$ cat src/rtl/dequantize_stream_pkg.sv
// -----------------------------------------------------------------------------
// dequantize_stream_pkg
// Shared widths and lane types for the int8 <-> int32 quantization blocks.
//   Q8_W      : width of one int8 activation lane
//   ACC_W     : width of one accumulator-domain lane
//   DIFF_W    : width of (q - zero_point); 9 bits hold -255..255 without wrap
//   SHIFT_MAX : largest left shift that keeps a 9-bit difference inside ACC_W
// -----------------------------------------------------------------------------
package dequantize_stream_pkg;

    localparam int Q8_W      = 8;
    localparam int ACC_W     = 32;
    localparam int DIFF_W    = 9;
    localparam int SHIFT_MAX = 23;

    typedef logic signed [Q8_W-1:0]   q8_t;
    typedef logic signed [ACC_W-1:0]  acc_t;
    typedef logic signed [DIFF_W-1:0] diff_t;

endpackage

$ cat src/rtl/dequantize_stream_lane.sv
// -----------------------------------------------------------------------------
// dequant_lane
// Combinational arithmetic for one lane, split in the two halves the pipeline
// registers between:
//   front half : o_diff = sext9(i_q) - sext9(i_zero_point)
//   back half  : o_acc  = sext32(i_diff) << SHIFT
// Ports:
//   i_q          [7:0]  signed int8 activation
//   i_zero_point [7:0]  signed int8 zero point
//   o_diff       [8:0]  signed difference, feeds the stage-1 register
//   i_diff       [8:0]  registered difference from stage 1
//   o_acc        [31:0] shifted accumulator-domain value, feeds stage 2
// -----------------------------------------------------------------------------
module dequant_lane
    import dequantize_stream_pkg::*;
#(
    parameter int SHIFT = 8
) (
    input  logic [Q8_W-1:0]   i_q,
    input  logic [Q8_W-1:0]   i_zero_point,
    output logic [DIFF_W-1:0] o_diff,
    input  logic [DIFF_W-1:0] i_diff,
    output logic [ACC_W-1:0]  o_acc
);

    logic [ACC_W-1:0] w_ext;

    // One extra sign bit on each operand means the subtraction cannot wrap.
    assign o_diff = {i_q[Q8_W-1], i_q} - {i_zero_point[Q8_W-1], i_zero_point};

    assign w_ext  = {{(ACC_W-DIFF_W){i_diff[DIFF_W-1]}}, i_diff};
    assign o_acc  = w_ext << SHIFT;

endmodule

$ cat src/rtl/dequantize_stream.sv
// -----------------------------------------------------------------------------
// dequantize_stream
// Expands SIZE signed int8 lanes into the 32-bit accumulator domain:
//   pixel_out[i] = sext32(q[i] - zero_point) << SHIFT
// Two-stage elastic pipeline, full throughput, no skid buffer.
// Handshake: a beat moves across an interface on a rising clock edge where
// valid and ready are both high; valid/data/last never change while
// valid is high and ready is low.
// Ports:
//   clock, reset          rising-edge clock, synchronous active-high reset
//   in_valid / in_ready   upstream handshake
//   pixel_in  [8*SIZE]    lane i = pixel_in[8i+7:8i]
//   zero_point[8]         captured with each accepted beat
//   in_last               end-of-frame marker, travels with the beat
//   out_valid / out_ready downstream handshake
//   pixel_out [32*SIZE]   lane i = pixel_out[32i+31:32i]
//   out_last              in_last of the presented beat
// -----------------------------------------------------------------------------
module dequantize_stream
    import dequantize_stream_pkg::*;
#(
    parameter int SHIFT = 8,
    parameter int SIZE  = 8
) (
    input  logic                    clock,
    input  logic                    reset,
    input  logic                    in_valid,
    output logic                    in_ready,
    input  logic [Q8_W*SIZE-1:0]    pixel_in,
    input  logic [Q8_W-1:0]         zero_point,
    input  logic                    in_last,
    output logic                    out_valid,
    input  logic                    out_ready,
    output logic [ACC_W*SIZE-1:0]   pixel_out,
    output logic                    out_last
);

    generate
        if (SHIFT < 0 || SHIFT > SHIFT_MAX) begin : g_bad_shift
            $error("dequantize_stream: SHIFT must be within 0..23");
        end
    endgenerate

    logic                     r_s1_valid;
    logic                     r_s1_last;
    logic [DIFF_W*SIZE-1:0]   r_s1_diff;
    logic                     r_out_valid;
    logic                     r_out_last;
    logic [ACC_W*SIZE-1:0]    r_pixel_out;

    logic                     w_s1_ready;
    logic                     w_s2_ready;
    logic [DIFF_W*SIZE-1:0]   w_diff;
    logic [ACC_W*SIZE-1:0]    w_acc;

    // Purely combinational ready chain: a full pipeline accepts a new beat in
    // the same cycle the output beat leaves.
    assign w_s2_ready = !r_out_valid || out_ready;
    assign w_s1_ready = !r_s1_valid || w_s2_ready;

    for (genvar g = 0; g < SIZE; g++) begin : g_lane
        dequant_lane #(
            .SHIFT (SHIFT)
        ) u_lane (
            .i_q          (pixel_in[Q8_W*g +: Q8_W]),
            .i_zero_point (zero_point),
            .o_diff       (w_diff[DIFF_W*g +: DIFF_W]),
            .i_diff       (r_s1_diff[DIFF_W*g +: DIFF_W]),
            .o_acc        (w_acc[ACC_W*g +: ACC_W])
        );
    end

    always_ff @(posedge clock) begin
        if (reset) begin
            r_s1_valid  <= 1'b0;
            r_s1_last   <= 1'b0;
            r_s1_diff   <= '0;
            r_out_valid <= 1'b0;
            r_out_last  <= 1'b0;
            r_pixel_out <= '0;
        end else begin
            if (w_s1_ready) begin
                r_s1_valid <= in_valid;
                r_s1_last  <= in_last;
                r_s1_diff  <= w_diff;
            end
            if (w_s2_ready) begin
                r_out_valid <= r_s1_valid;
                r_out_last  <= r_s1_last;
                r_pixel_out <= w_acc;
            end
        end
    end

    assign in_ready  = w_s1_ready;
    assign out_valid = r_out_valid;
    assign out_last  = r_out_last;
    assign pixel_out = r_pixel_out;

endmodule

$ cat config.mk
export PLATFORM = sky130hd
export DESIGN_NAME = dequantize_stream
export DESIGN_NICKNAME = d
export VERILOG_FILES = /design/src/rtl/dequantize_stream_pkg.sv /design/src/rtl/dequantize_stream_lane.sv /design/src/rtl/dequantize_stream.sv
export SDC_FILE = /design/constraint.sdc
export NUM_CORES = 1
export LEC_CHECK = 0
export CAP_MARGIN = 20
export CORE_MARGIN = 3
export CORE_UTILIZATION = 46
export DETAILED_ROUTE_END_ITERATION = 10
export PLACE_DENSITY_LB_ADDON = 0.1
export SYNTH_ARGS = -nofsm -noshare
export SYNTH_HDL_FRONTEND = slang
export SYNTH_SLANG_ARGS = --single-unit
export TNS_END_PERCENT = 1
$ cat constraint.sdc
create_clock -name clock -period 2.8 [get_ports clock]
set_input_delay 0.84 -clock clock [delete_from_list [all_inputs] [get_ports clock]]
set_output_delay 0.84 -clock clock [all_outputs]
set_load 0.1 [all_outputs]
; ---- Yosys cells after proc, flatten, opt, wreduce, memory -nomap -nowiden
; Index checks and enable logic that the tools add are counted.
[word_totals]
out_inout_bits = 259
mem_bits_rw = 0
elab_cells = 18
latchBits = 0
rom_bits = 0
input_bits = 77
reg_bits = 253
mem_count = 0
[classes]
n_div = 0
magnitude_cmp = 0
mux = 0
n_addsub = 8
n_reduce_logical = 4
mul = 0
n_eq_ne = 0
n_shift = 0
bitwise_logic = 0
[op_table]
columns = op, n
row1 = subtractor 8 x 8 -> 9 bit, 8
row2 = logical NOT 1 bit, 2
row3 = logical OR 1 bit, 2

; ---- Logic depth before layout (Yosys ltp)
; Gate-level depths: netlist of the first run.
[logic_depth]
ltp_word = 3
mapped_depth = 8
depth_no_buf = 8

; ---- By module
; Synthesis of the first run repeated with hierarchy kept, for this count alone.
[hier_totals]
hier_cells = 2177
area_unflattened_um2 = 16759.8
[by_module_without_submodules]
columns = mod, area_each_um2, n_inst, cells_each
row1 = dequantize_stream, 11634.9, 1, 1441
row2 = dequant_lane, 640.6, 8, 92

; ---- Worst setup path before layout of the first run
; No wires, ideal clock.
[synth_timing]
kind = register to output
startpoint = reg r_out_valid, in the netlist out_valid
endpoint = out in_ready
t_arrival_ns = 1.835
stages_incl_launch_ff = 7
path_slack_ns = 0.125
cell_sequence = dfxtp_1 -> nor2b_4 -> and2_4 -> buf_6 -> inv_2 -> buf_6 -> buf_6
[synth_via]
elab_chain_cells = 3
[synth_lines]
columns = element, line
row1 = from (decl), dequantize_stream.sv:47  ; logic r_out_valid;
row2 = from (signal assigned), dequantize_stream.sv:88  ; r_out_valid <= r_s1_valid;
row3 = logical NOT 1 bit, dequantize_stream.sv:58  ; assign w_s2_ready = !r_out_valid || out_ready;
row4 = logical OR 1 bit, dequantize_stream.sv:58
row5 = logical OR 1 bit, dequantize_stream.sv:59  ; assign w_s1_ready = !r_s1_valid || w_s2_ready;
row6 = to (decl), dequantize_stream.sv:28  ; output logic in_ready,
; No other way between the ends.

; ---- Final worst setup path of the first run
[layout_timing]
startpoint = in out_ready
endpoint = out in_ready
[layout_via]
elab_chain_cells = 2
[layout_lines]
columns = element, line
row1 = from (decl), dequantize_stream.sv:33  ; input logic out_ready,
row2 = logical OR 1 bit, dequantize_stream.sv:58
row3 = logical OR 1 bit, dequantize_stream.sv:59
; No other way between the ends.

==> qor.yml, run 1 <==
cts_max_path_buffers: 2
setup_repair_after_global_routing_missed_its_margin: "no"
commonest_non_fill_non_tap_cell_in_the_layout: "sky130_fd_sc_hd__buf_4"
cts_sinks: 148
timing.hold.ws_ns: 0.449
synth-warning-count: 0
grt.total_usage_pct: 20.7
total_power_mw: 7.87
drive_gt1_share_pct: 28.3
total_core_area_um2: 20400
synthesis.area_per_instance_um2: 8.41
tritoncts: "yes"
floorplan.initialDensity_pct: 47.0
crit_path_required_time_ns: 1.96
critPathCaptureType: "output pin"
setup-violations-final: 0
dp_cells: 1572
num-nets-final: 1470
route.final.wire_length_um: 24100
critPathTopFamily: "buffers and inverters"
worst-slew-pin-transition_ns: 0.783
cts_post_setup_buffers_inserted: 0
number_of_buffers_and_inverters_on_the_critical_path: 3
worst_hold_path_type: "flop to flop"
post_drt_via_cell_ratio: 4.85
synth_sequential_area_ratio_pct: 31.0
p_per_area_nw_per_um2: 660
drt.antenna.violating_nets: 0
cts-resized-gates: 0
fin_crit_ns: 2.73
setup.worst_path.class: "primary input to output pin"
globalRoute.totalOverflow: 0
final_cell_count_no_fill: 1604
fmax_mhz: 367
crit_slowest_cell: "sky130_fd_sc_hd__clkdlybuf4s50_1"
synth_edf_count: 0
detailroute.via_count: 7781
mean_routed_wirelength_per_cell_um: 15.0
dp_hpwl_um: 17000
slowest_delay_ns: 0.52
finalHoldViolations: 0
synthesis.instances: 1137
die_area_um2: 22600
crit_path_start_kind: "primary input"
final-max-slew-violation-count: 0
crit_path_cell_trace: "clkdlybuf4s50_1, nor2b_4, and2_4, inv_2, buf_12"
initialDrtViolationCount: 295
synth_flop_cell: "sky130_fd_sc_hd__dfxtp_1"
period_share_pct: 97.4
clock_latency_ns: 0.42
synth-seq-cells: 148
p_leak_nw: 5.57
most-common-layout-cells: "sky130_fd_sc_hd__buf_4 (256), sky130_fd_sc_hd__nand2_1 (172), sky130_fd_sc_hd__dfxtp_1 (148), sky130_fd_sc_hd__a21oi_1 (100), sky130_fd_sc_hd__nor2_1 (85)"
postCtsHoldBufs: 0
rows: 52
cts_made_buffers: 17
die_h_um: 150
vdd_drop_max_uv: 403
cts_root_buffer: "sky130_fd_sc_hd__clkbuf_16"
htreeDepth: 4
design.portCount: 336
global_route_wire_length_before_repair_um: 36900
maxCapViolations: 0
worst_clock_skew_ns: 0.00987
drt_pass1_iterations: 5
max-slew-margin-rel_pct: 47.8
grt_max_degree: 114
clk_transition_reported_paths_ns: 0.06
crit_arrival_ns: 1.89
synth.cell_area_um2: 9570
antenna_found_initial: 1
num_antenna_cells: 0
route.detailed.drc: 0
async_reset_ff_share_pct: 0
die_x_um: 150
layout-area-overhead-vs-synth_pct: 24.6
port-buffer-count: 271
grt_pass1_vias: 6962
worst-path-max-fanout: 2
status: "finished clean"
gp_congestion: 0.814
post_synth_num_cell_types: 51
## sequential cells by signal, summed over array words and instances (netlist names)
register,flops
pixel_out,72
out_last,1
r_s1_valid,1
r_s1_last,1
r_s1_diff,72
out_valid,1
## final timing paths
kind | startpoint | end | slack [ns] | cells past startpoint
setup / recovery | out_ready | in_ready | 0.07 | 5
hold / removal | pixel_out[11]$_SDFFE_PP0P_ | pixel_out[11]$_SDFFE_PP0P_ | 0.45 | 2
setup reg to reg | out_valid$_SDFFE_PP0P_ | r_s1_diff[56]$_SDFFE_PP0P_ | 1.08 | 6
hold reg to reg | pixel_out[11]$_SDFFE_PP0P_ | pixel_out[11]$_SDFFE_PP0P_ | 0.45 | 2
## cells by family after synthesis
group,share of synthesized area [%]
compound gates,18.2
flops,31.0
mux,1.67
other cells,0.0392
xor+xnor,0.275
buf+inv,19.0
fa+ha+maj,10.0
simple gates,19.8
## per-layer routing
layer | part of all wire [%] | GRT usage (%)
met2 | 47 | 33.4
met3 | 5.4 | 5.45
met5 | 0.054 | 0
met1 | 46 | 28.0
met4 | 1.2 | 4.85
## synth_stat cells (5+ instances only)
master	instances	area (um^2)
sky130_fd_sc_hd__buf_2	15	75.1
sky130_fd_sc_hd__dfxtp_1	148	2960
sky130_fd_sc_hd__clkbuf_1	17	63.8
sky130_fd_sc_hd__buf_1	10	37.5
sky130_fd_sc_hd__o21bai_1	8	60.1
sky130_fd_sc_hd__or2_2	16	100
sky130_fd_sc_hd__inv_1	28	105
sky130_fd_sc_hd__nor3_1	32	160
sky130_fd_sc_hd__fa_1	8	160
sky130_fd_sc_hd__nand3_1	6	30.0
sky130_fd_sc_hd__o31ai_1	8	60.1
sky130_fd_sc_hd__ha_1	64	801
sky130_fd_sc_hd__a21o_1	8	60.1
sky130_fd_sc_hd__nand3b_1	19	143
sky130_fd_sc_hd__nor2_1	85	319
sky130_fd_sc_hd__nand2_1	172	646
sky130_fd_sc_hd__a211oi_2	32	400
sky130_fd_sc_hd__buf_4	187	1400
sky130_fd_sc_hd__mux2i_1	16	160
sky130_fd_sc_hd__nor2b_1	20	125
sky130_fd_sc_hd__buf_6	11	124
sky130_fd_sc_hd__o22ai_1	15	93.8
sky130_fd_sc_hd__o21a_1	16	120
sky130_fd_sc_hd__a211oi_1	5	37.5
sky130_fd_sc_hd__o31a_1	12	105
sky130_fd_sc_hd__nor3b_2	13	163
sky130_fd_sc_hd__o21ai_0	16	80.1
sky130_fd_sc_hd__a21oi_1	100	500
## worst reg2reg max path: cells and delay by family (launching register included)
| kind | cells | cell delay [ns] |
|---|---|---|
| flops | 1 | 0.37 |
| compound gates | 1 | 0.18 |
| simple gates | 4 | 0.64 |
| buf+inv | 1 | 0.41 |
## stage by stage
step | utilization, % | area [um^2] | worst slack (ns) | TNS, ns
2_1_floorplan | - | 9800 | 0.125 | 0
3_3_place_gp | 55.6 | 11300 | -0.260 | -4.92
3_5_place_dp | 55.6 | 11300 | -0.290 | -6.43
4_1_cts | 58.5 | 11900 | 0.0604 | 0
5_1_grt | 58.5 | 11900 | 0.0120 | 0
6_report | 58.5 | 11900 | 0.0734 | 0
## layout make-up
| type | instances | area [um^2] |
|---|---|---|
| fillers | 1906 | 8450 |
| multi-input cells | 783 | 5030 |
| flip-flops and latches | 148 | 2960 |
| repair buffers | 342 | 2880 |
| clock buffers | 21 | 470 |
| well taps | 270 | 338 |
| clock inverters | 11 | 126 |
| inverters | 29 | 109 |
## power by group
group / internal (mW) / total, mW / switching [mW] / leakage, nW
registers: 2.31 / 2.44 / 0.126 / 1.22
logic: 0.836 / 3.13 / 2.29 / 4.07
clock network: 1.38 / 2.31 / 0.922 / 0.282
No activity file was read; power rests on OpenSTA's default activity.
==> run 2: changes to the inputs <==
SLEW_MARGIN = 20   (was unset)
==> results of run 2 <==
The final DEF is identical to that of run 1; final timing and power are the same.
